`src/rtl/tile_cfg_pkg.sv`:
```
// Shared config definitions for fabric tiles: op and FSM enums, config word
// layout as a function of N_IN, and field extract helpers.
package tile_cfg_pkg;

  typedef enum logic [2:0] {
    OP_AND    = 3'd0,
    OP_OR     = 3'd1,
    OP_XOR    = 3'd2,
    OP_NAND   = 3'd3,
    OP_NOR    = 3'd4,
    OP_XNOR   = 3'd5,
    OP_PASS_L = 3'd6,
    OP_PASS_R = 3'd7
  } op_e;

  typedef enum logic [1:0] {
    ST_UNCONF         = 2'd0,
    ST_PENDING        = 2'd1,
    ST_ACTIVE         = 2'd2,
    ST_ACTIVE_PENDING = 2'd3
  } cfg_state_e;

  // Low nibble of every config word: op[3] then reg_mode[1].
  typedef struct packed {
    op_e  op;
    logic reg_mode;
  } cfg_lo_t;

  localparam int RMODE_LSB = 0;
  localparam int OP_LSB    = 1;
  localparam int RSEL_LSB  = 4;

  function automatic int sel_w(input int n_in);
    return $clog2(n_in);
  endfunction

  function automatic int cfg_w(input int n_in);
    return 2 * sel_w(n_in) + 4;
  endfunction

  function automatic int lsel_lsb(input int n_in);
    return RSEL_LSB + sel_w(n_in);
  endfunction

  function automatic cfg_lo_t cfg_lo(input logic [3:0] lo);
    return cfg_lo_t'(lo);
  endfunction

endpackage

```
`src/rtl/cfg_shadow_reg.sv`:
```
// Double-buffered config register: addressed writes land in a shadow, a
// global commit strobe moves the shadow into the active copy.
module cfg_shadow_reg
  import tile_cfg_pkg::*;
#(
  parameter int CFG_W   = 10,
  parameter int ADDR_W  = 6,
  parameter int ADDRESS = 0
) (
  input  logic              clk_i,
  input  logic              rst_ni,
  input  logic              wr_en_i,
  input  logic [ADDR_W-1:0] wr_addr_i,
  input  logic [CFG_W-1:0]  wr_data_i,
  input  logic              commit_i,
  output logic              ack_o,
  output logic              configured_o,
  output logic [CFG_W-1:0]  active_o
);

  cfg_state_e       state_q, state_d;
  logic [CFG_W-1:0] shadow_q, shadow_d;
  logic [CFG_W-1:0] active_q, active_d;
  logic             shadow_valid_q, shadow_valid_d;
  logic             ack_q;
  logic             hit, do_commit;

  assign hit       = wr_en_i && (wr_addr_i == ADDR_W'(ADDRESS));
  // Commit without a valid shadow changes nothing.
  assign do_commit = commit_i && shadow_valid_q;

  // State and config registers.
  always_ff @(posedge clk_i or negedge rst_ni) begin
    if (!rst_ni) begin
      state_q        <= ST_UNCONF;
      shadow_q       <= '0;
      active_q       <= '0;
      shadow_valid_q <= 1'b0;
      ack_q          <= 1'b0;
    end else begin
      state_q        <= state_d;
      shadow_q       <= shadow_d;
      active_q       <= active_d;
      shadow_valid_q <= shadow_valid_d;
      ack_q          <= hit;
    end
  end

  // Next state: a same-edge write refills the shadow after commit drains it.
  always_comb begin
    state_d        = state_q;
    shadow_d       = hit ? wr_data_i : shadow_q;
    active_d       = do_commit ? shadow_q : active_q;
    shadow_valid_d = hit ? 1'b1 : (do_commit ? 1'b0 : shadow_valid_q);
    unique case (state_q)
      ST_UNCONF:         if (hit) state_d = ST_PENDING;
      ST_PENDING:        if (do_commit) state_d = hit ? ST_ACTIVE_PENDING : ST_ACTIVE;
      ST_ACTIVE:         if (hit) state_d = ST_ACTIVE_PENDING;
      ST_ACTIVE_PENDING: if (do_commit && !hit) state_d = ST_ACTIVE;
      default:           state_d = ST_UNCONF;
    endcase
  end

  assign ack_o        = ack_q;
  assign configured_o = (state_q == ST_ACTIVE) || (state_q == ST_ACTIVE_PENDING);
  assign active_o     = active_q;

endmodule

```
`src/rtl/compute_block_p.sv`:
```
// Reconfigurable logic tile: picks one bit from each routing bus, applies a
// two-input op, and drives the result either directly or through out_q.
module compute_block_p
  import tile_cfg_pkg::*;
#(
  parameter int N_IN    = 8,
  parameter int ADDR_W  = 6,
  parameter int ADDRESS = 0,
  localparam int SEL_W  = sel_w(N_IN),
  localparam int CFG_W  = cfg_w(N_IN)
) (
  input  logic              clk,
  input  logic              rst_n,
  input  logic [N_IN-1:0]   left_in,
  input  logic [N_IN-1:0]   right_in,
  input  logic              config_en,
  input  logic [ADDR_W-1:0] config_addr,
  input  logic [CFG_W-1:0]  config_data,
  input  logic              config_commit,
  input  logic              ce,
  output logic              config_ack,
  output logic              configured,
  output logic [CFG_W-1:0]  cfg_active,
  output logic              out
);

  localparam int LSEL_LSB = lsel_lsb(N_IN);

  logic [CFG_W-1:0] active;
  logic [SEL_W-1:0] lsel, rsel;
  cfg_lo_t          lo;
  logic             a, b, f;
  logic             out_q;

  cfg_shadow_reg #(
    .CFG_W   (CFG_W),
    .ADDR_W  (ADDR_W),
    .ADDRESS (ADDRESS)
  ) u_cfg (
    .clk_i        (clk),
    .rst_ni       (rst_n),
    .wr_en_i      (config_en),
    .wr_addr_i    (config_addr),
    .wr_data_i    (config_data),
    .commit_i     (config_commit),
    .ack_o        (config_ack),
    .configured_o (configured),
    .active_o     (active)
  );

  assign lsel = active[LSEL_LSB +: SEL_W];
  assign rsel = active[RSEL_LSB +: SEL_W];
  assign lo   = cfg_lo(active[3:0]);
  assign a    = left_in[lsel];
  assign b    = right_in[rsel];

  // Two-input logic function selected by the active op.
  always_comb begin
    f = 1'b0;
    unique case (lo.op)
      OP_AND:    f = a & b;
      OP_OR:     f = a | b;
      OP_XOR:    f = a ^ b;
      OP_NAND:   f = ~(a & b);
      OP_NOR:    f = ~(a | b);
      OP_XNOR:   f = ~(a ^ b);
      OP_PASS_L: f = a;
      OP_PASS_R: f = b;
      default:   f = 1'b0;
    endcase
  end

  // Output register runs in both modes so a mode switch never glitches it to 0;
  // it is pinned low until a config is active.
  always_ff @(posedge clk or negedge rst_n) begin
    if (!rst_n)          out_q <= 1'b0;
    else if (!configured) out_q <= 1'b0;
    else if (ce)          out_q <= f;
  end

  assign out        = configured & (lo.reg_mode ? out_q : f);
  assign cfg_active = active;

endmodule

```
`config.mk`:
```
export PLATFORM = sky130hd
export DESIGN_NAME = compute_block_p
export DESIGN_NICKNAME = d
export VERILOG_FILES = /design/src/rtl/tile_cfg_pkg.sv /design/src/rtl/cfg_shadow_reg.sv /design/src/rtl/compute_block_p.sv
export SDC_FILE = /design/constraint.sdc
export NUM_CORES = 1
export LEC_CHECK = 0
export ABC_AREA = 1
export ABC_CLOCK_PERIOD_IN_PS = 3000
export CORE_AREA = 2 2 69 71
export CTS_CLUSTER_DIAMETER = 60
export DETAILED_ROUTE_END_ITERATION = 7
export DIE_AREA = 0 0 71 73
export DONT_BUFFER_PORTS = 1
export PLACE_DENSITY_LB_ADDON = 0.2
export SETUP_SLACK_MARGIN = 0.3
export SYNTH_ARGS = -nofsm -noshare
export SYNTH_HDL_FRONTEND = slang
export SYNTH_SLANG_ARGS = --single-unit
export TNS_END_PERCENT = 30
```
`constraint.sdc`:
```
create_clock -name clk -period 3 [get_ports clk]
set_input_delay 0.3 -clock clk [delete_from_list [all_inputs] [get_ports clk]]
set_output_delay 0.3 -clock clk [all_outputs]
set_load 0.02 [all_outputs]
```
==> qor.yml, run 1 <==
finish:
  syn_to_final_growth_pct: 9.33
  drive_gt1_share_pct: 9.47
  layoutNonFillerInstCount: 223
  layout.nets: 209
  layout_common_cells: "nand2_1, inv_1, dfrtp_1"
  final_common_cell: "nand2_1"
  fin_area_um2: 1390
  postLayoutCoreUtil_pct: 30.7
  diodes: 0
synthesis:
  synthTopCellsByArea: "dfrtp_1, nand2_1, o21ai_0, inv_1, nand3_1"
  yosys_warnings: 0
  synth_cell_type_count: 19
  synth_fa_ha_area_share_pct: 1.96
  synthCells: 167
  synth_top_area_share_pct: 49.1
  muxShareOfSynthArea_pct: 0
  syn_avg_cell_area_um2: 7.63
  synth-xor-area-share_pct: 0
  synth_compound_area_share_pct: 10.6
  syn_nets: 206
  synth-simple-area-share_pct: 28.2
  netlist_area_um2: 1270
  synth_top_family_by_area: "simple AND/OR/NAND/NOR gates"
  yosysTopAreaCell: "dfrtp_1"
  yosysSeqAreaShare_pct: 49.1
  ys_ff_latch: 25
placement:
  port_buffers: 0
  dp_hpwl_um: 2080
  gp_congestion: 0.759
  placedCellCount: 218
  post_dp_cell_area_um2: 1320
route:
  finalWirelength_um: 2550
  drt_first_pass_iters: 4
  via_per_inst: 4.46
  drt-wirelength-per-cell_um: 11.4
  vias: 994
  ant_nets: 0
  drt_iter0_drc: 47
  route.detailed.drc: 0
floorplan:
  design.core.area_um2: 4540
  die_height_um: 73
  start_util_pct: 28.1
  die_width_um: 71
  num_rows: 25
  ioPinCount: 50
  die_area_um2: 5180
worst_setup_path:
  critPathLaunchType: "register"
  cpMostUsedCell: "nand2_1"
  critPathMaxStageDelay_ns: 0.48
  worstPathBufferInverterCount: 1
  crit_family: "simple AND/OR/NAND/NOR gates"
  cp_slowest_cell: "dfrtp_2"
  path_class: "register to output pin"
  cp-end-kind: "output pin"
  path_cells: "inv_2 > or2_0 > nand2_1 > nand3_2 > nand2_1 > ha_1 > nand2_1 > nand3_1 > a21oi_1 > a21oi_1 > nand3_2 > nand2_2 > a21oi_4"
  cp.required_ns: 2.70
  crit_path_max_fanout: 7
  cp.arrival_ns: 2.22
run_status:
  status: "finished clean"
hold_path:
  hp-class: "input port to register"
global_routing:
  first_global_vias: 962
  grt_max_degree: 26
  antenna_found_initial: 0
  grt_pass1_wl_um: 4350
  grt_overflow: 0
  grt_usage_pct: 10.5
sta:
  setup_tns_ns: 0
  worst_slew_pin_slew_ns: 1.06
  relSlewSlack_pct: 28.9
  hold_viol: 0
  finalCritPeriodShare_pct: 84.1
  fmax_mhz: 396
  grt_setup_unrepaired: "no"
  layout_min_cycle_time_ns: 2.52
  finalClockSkew_ns: 0.00253
  setup_violations: 0
  report.final.slew_viol_count: 0
cts:
  clock-sinks: 25
  root_buffer: "clkbuf_8"
  path_clk_slew_ns: 0.08
  clk_latency_ns: 0.26
  clock_path_buffers: 2
  htree_levels: 1
  cts_setup_buffers: 0
  cts_tree: "yes"
  cts_inserted_buffers: 3
job:
  drv_cap: 0
power:
  p_leak_nw: 0.723
  ir_drop_uv: 134
  pwr_density_cell_nw_per_um2: 691
  total_power_mw: 0.963
## sequential cells by signal, summed over array words and instances, names as in the netlist
| name | flops |
|---|---|
| u_cfg.active_o | 10 |
| u_cfg.shadow_q | 10 |
| u_cfg.state_q | 2 |
| out_q | 1 |
| u_cfg.ack_o | 1 |
| u_cfg.shadow_valid_q | 1 |
## cell families after synthesis
family	count (synthesis)
AND/OR/NAND/NOR	82
buffers and inverters	32
AO/OA/AOI/OAI	26
flip-flops	25
adder cells (fa/ha/maj)	2
## routing by layer
metal	share of wire (%)	GRT usage [%]	up-vias
met5	0	0	-
met4	1.5	4.40	0
met3	8.3	3.18	4
met2	50	18.1	28
met1	40	12.3	442
li1	-	-	520
## synth_stat cells
| cell type | count |
|---|---|
| nand3_2 | 3 |
| nand2_2 | 2 |
| inv_1 | 26 |
| nor4_2 | 1 |
| o21bai_1 | 2 |
| clkbuf_1 | 2 |
| nand3b_1 | 1 |
| or2_0 | 1 |
| nand2_1 | 59 |
| a21oi_1 | 4 |
| clkinv_2 | 1 |
| buf_6 | 1 |
| nor2_1 | 5 |
| nand3_1 | 8 |
| o21ai_0 | 20 |
| dfrtp_1 | 25 |
| nor3_1 | 2 |
| inv_2 | 2 |
| ha_1 | 2 |
## area by class of cell
type,instances,area [um^2]
inverter,29,110
tap,54,67.6
multi-input combinational,110,531
clock buffer,3,41.3
clock inverter,1,5.00
timing repair buffer,1,10.0
sequential,25,628
fill,480,3140
## final timing paths
| kind | start | to | slack [ns] | cells past startpoint |
|---|---|---|---|---|
| max | u_cfg.active_o[4] | out | 0.48 | 13 |
| min | ce | out_q | 0.11 | 1 |
| max reg2reg | u_cfg.active_o[4] | out_q | 0.98 | 12 |
| min reg2reg | u_cfg.shadow_q[1] | u_cfg.active_o[1] | 0.49 | 2 |
| max in group asynchronous | rst_n | u_cfg.active_o[4] | 1.62 | 1 |
| min in group asynchronous | rst_n | u_cfg.ack_o | 0.67 | 1 |
## stage by stage
| step | setup WS [ns] | hold WS [ns] |
|---|---|---|
| 6_report | 0.478 | 0.114 |
| 5_1_grt | 0.307 | 0.0914 |
| 4_1_cts | 0.377 | 0.106 |
| 3_5_place_dp | 0.480 | 0.00483 |
| 3_3_place_gp | 0.574 | 0.00486 |
| 2_1_floorplan | 0.704 | 0.00441 |
## power by group
group / total (mW) / switching, mW / internal [mW]
Clock: 0.193 / 0.0999 / 0.0927
Combinational: 0.253 / 0.153 / 0.100
Sequential: 0.517 / 0.115 / 0.403
Total: 0.963 / 0.367 / 0.596
## timing repair
action	4_1_cts	5_1_grt
hold endpoints to repair	25	0
resized for setup	3	1
pin swaps	0	0
hold buffers	1	0
endpoints found under the setup margin	1	1
Power figures use the tool's default switching activity.
==> run 2, diff against run 1 <==
--- a/config.mk
+++ b/config.mk
@@ -6,7 +6,7 @@
 export NUM_CORES = 1
 export LEC_CHECK = 0
 export ABC_AREA = 1
-export ABC_CLOCK_PERIOD_IN_PS = 3000
+export ABC_CLOCK_PERIOD_IN_PS = 2190
 export CORE_AREA = 2 2 69 71
 export CTS_CLUSTER_DIAMETER = 60
 export DETAILED_ROUTE_END_ITERATION = 7
==> constraint.sdc (replaced) <==
create_clock -name clk -period 2.19 [get_ports clk]
set_input_delay 0.219 -clock clk [delete_from_list [all_inputs] [get_ports clk]]
set_output_delay 0.219 -clock clk [all_outputs]
set_load 0.02 [all_outputs]
==> qor.yml, run 2 (synthesis gave the netlist of run 1 again) <==
route:
  drt-wirelength-per-cell_um: 12.1  # +5.7%
  route.detailed.drc: 0  # unchanged
  via_per_inst: 4.55  # +2.1%
  vias: 1070  # +7.6%
  ant_nets: 0  # unchanged
  drt_first_pass_iters: 4  # unchanged
  finalWirelength_um: 2840  # +11%
  drt_iter0_drc: 59  # +26%
power:
  ir_drop_uv: 207  # +55%
  pwr_density_cell_nw_per_um2: 982  # +42%
  total_power_mw: 1.50  # +56%
  p_leak_nw: 0.786  # +8.7%
worst_setup_path:
  cp-end-kind: "output pin"
  cp.arrival_ns: 2.05  # -0.17 ns
  cp-startpoint: "u_cfg.active_o[7]"
  path_class: "register to output pin"
  critPathLaunchType: "register"
  r2r_start: "u_cfg.active_o[7]"
  cp.required_ns: 1.97  # -0.73 ns
  crit_path_max_fanout: 6  # -1
run_status:
  violations: "negative setup slack"
  status: "finished with violations"
placement:
  post_dp_cell_area_um2: 1370  # +3.9%
  placedCellCount: 223  # +2.3%
  gp_congestion: 0.724  # -4.5%
  port_buffers: 0  # unchanged
  dp_hpwl_um: 2170  # +4.5%
  dp_slack_ns: 0.105  # -0.375 ns
cts:
  htree_levels: 1  # unchanged
  clk_latency_ns: 0.26  # about the same
  cts_inserted_buffers: 3  # unchanged
  path_clk_slew_ns: 0.08  # about the same
  clock-sinks: 25  # unchanged
  cts_tree: "yes"
  clock_path_buffers: 2  # unchanged
  root_buffer: "clkbuf_8"
job:
  drv_cap: 0  # unchanged
finish:
  drive_gt1_share_pct: 20.4  # +11 points
  final_common_cell: "nand2_1"
  layoutNonFillerInstCount: 235  # +5.4%
  layout_common_cells: "nand2_1, inv_1, dfrtp_1"
  n_fill_cell: 477  # -0.63%
  syn_to_final_growth_pct: 20.1
  multi_input_comb_area_um2: 578  # +9.0%
  layout.nets: 221  # +5.7%
  diodes: 0  # unchanged
  fin_area_um2: 1530  # +9.9%
  regArea_um2: 628  # unchanged
global_routing:
  grt_pass1_wl_um: 4600  # +5.9%
  first_global_vias: 1043  # +8.4%
  grt_max_degree: 26  # unchanged
  antenna_found_initial: 0  # unchanged
  grt_overflow: 0  # unchanged
  grt_usage_pct: 11.1  # +0.57 points
floorplan:
  num_rows: 25  # unchanged
  die_area_um2: 5180  # unchanged
  die_width_um: 71  # unchanged
  ioPinCount: 50  # unchanged
  start_util_pct: 28.1  # unchanged
  die_height_um: 73  # unchanged
  design.core.area_um2: 4540  # unchanged
sta:
  relSlewSlack_pct: 27.2  # -1.7 points
  worst_slew_pin_slew_ns: 1.09  # +0.0250 ns
  layout_min_cycle_time_ns: 2.27
  setup_violations: 1  # +1
  postLayoutSetupSlackWorst_ns: -0.0828  # -0.561 ns
  report.final.slew_viol_count: 0  # unchanged
  hold_viol: 0  # unchanged
  finalClockSkew_ns: 0.00162  # -0.000900 ns
  grt_setup_unrepaired: "yes"
  fmax_mhz: 440
  finalCritPeriodShare_pct: 104
hold_path:
  hp-class: "input port to register"
  hold_start: "ce"
==> run 2: cell types whose count changed in the layout (fill, tap and decap cells not counted), moves of 2 or more <==
| cell | previous run | this run |
|---|---|---|
| buf_4 | 0 | 12 |
| nand2_2 | 2 | 4 |
| a21oi_2 | 0 | 2 |
| nand3_1 | 8 | 5 |
| a21oi_1 | 3 | 1 |
| nand3_2 | 3 | 6 |
| nand2_1 | 59 | 56 |
==> run 2: final cells by class <==
cell class	count	area share (%)
Timing Repair Buffer	13	6.54
Multi-Input combinational cell	110	37.8
Clock buffer	3	2.70
Tap cell	54	4.42
Inverter	29	7.20
Sequential cell	25	41.0
Clock inverter	1	0.327
==> run 2: final timing paths <==
kind	slack, ns	cells after the start	end
worst max-delay path	-0.08	14	out
worst min-delay path	0.03	1	out_q
worst max register to register	0.25	14	out_q
worst min register to register	0.48	2	u_cfg.active_o[1]
max in group asynchronous	0.86	1	u_cfg.active_o[7]
min in group asynchronous	0.60	1	u_cfg.shadow_valid_q
==> run 2: per-stage QoR <==
step	TNS [ns]	hold WS [ns]	util [%]
finish	-0.0828	0.0316	33.7
global route	-0.252	0.0132	33.7
CTS	-0.114	0.0226	32.9
detailed placement	0	-0.0761	30.3
global placement	0	-0.0761	30.3
floorplan	0	-0.0766	-
==> run 2: what timing repair did <==
item / CTS / global route
endpoints found under the setup margin: 2 / 2
resized for setup: 4 / 7
hold endpoints to repair: 25 / 0
gates cloned: 0 / 0
setup buffers: 6 / 1
hold buffers: 1 / 0
pin swaps: 7 / 7
==> run 2: power by group <==
| part | switching [mW] | internal [mW] | leakage (nW) |
|---|---|---|---|
| combinational | 0.314 | 0.250 | 0.459 |
| sequential | 0.119 | 0.552 | 0.301 |
| clock | 0.140 | 0.127 | 0.0255 |
| total | 0.573 | 0.930 | 0.786 |
==> run 2: critical path, cell delays in order (launching register included) <==
cell     delay (ns)
dfrtp_2        0.45
inv_2          0.08
nand2_1        0.05
nand2_1        0.06
nand2_1        0.05
nand3_1        0.10
nand2_2        0.10
ha_4           0.25
nand2_2        0.07
nand3_2        0.07
a21oi_2        0.13
a21oi_2        0.05
nand3_2        0.09
nand2_4        0.06
a21oi_4        0.19
==> run 2: layer usage <==
layer  global-route usage, %  wire, um
met1                    12.1      1140
met2                    20.6      1530
met3                    2.76       161
met4                    4.40        14
met5                       0         0
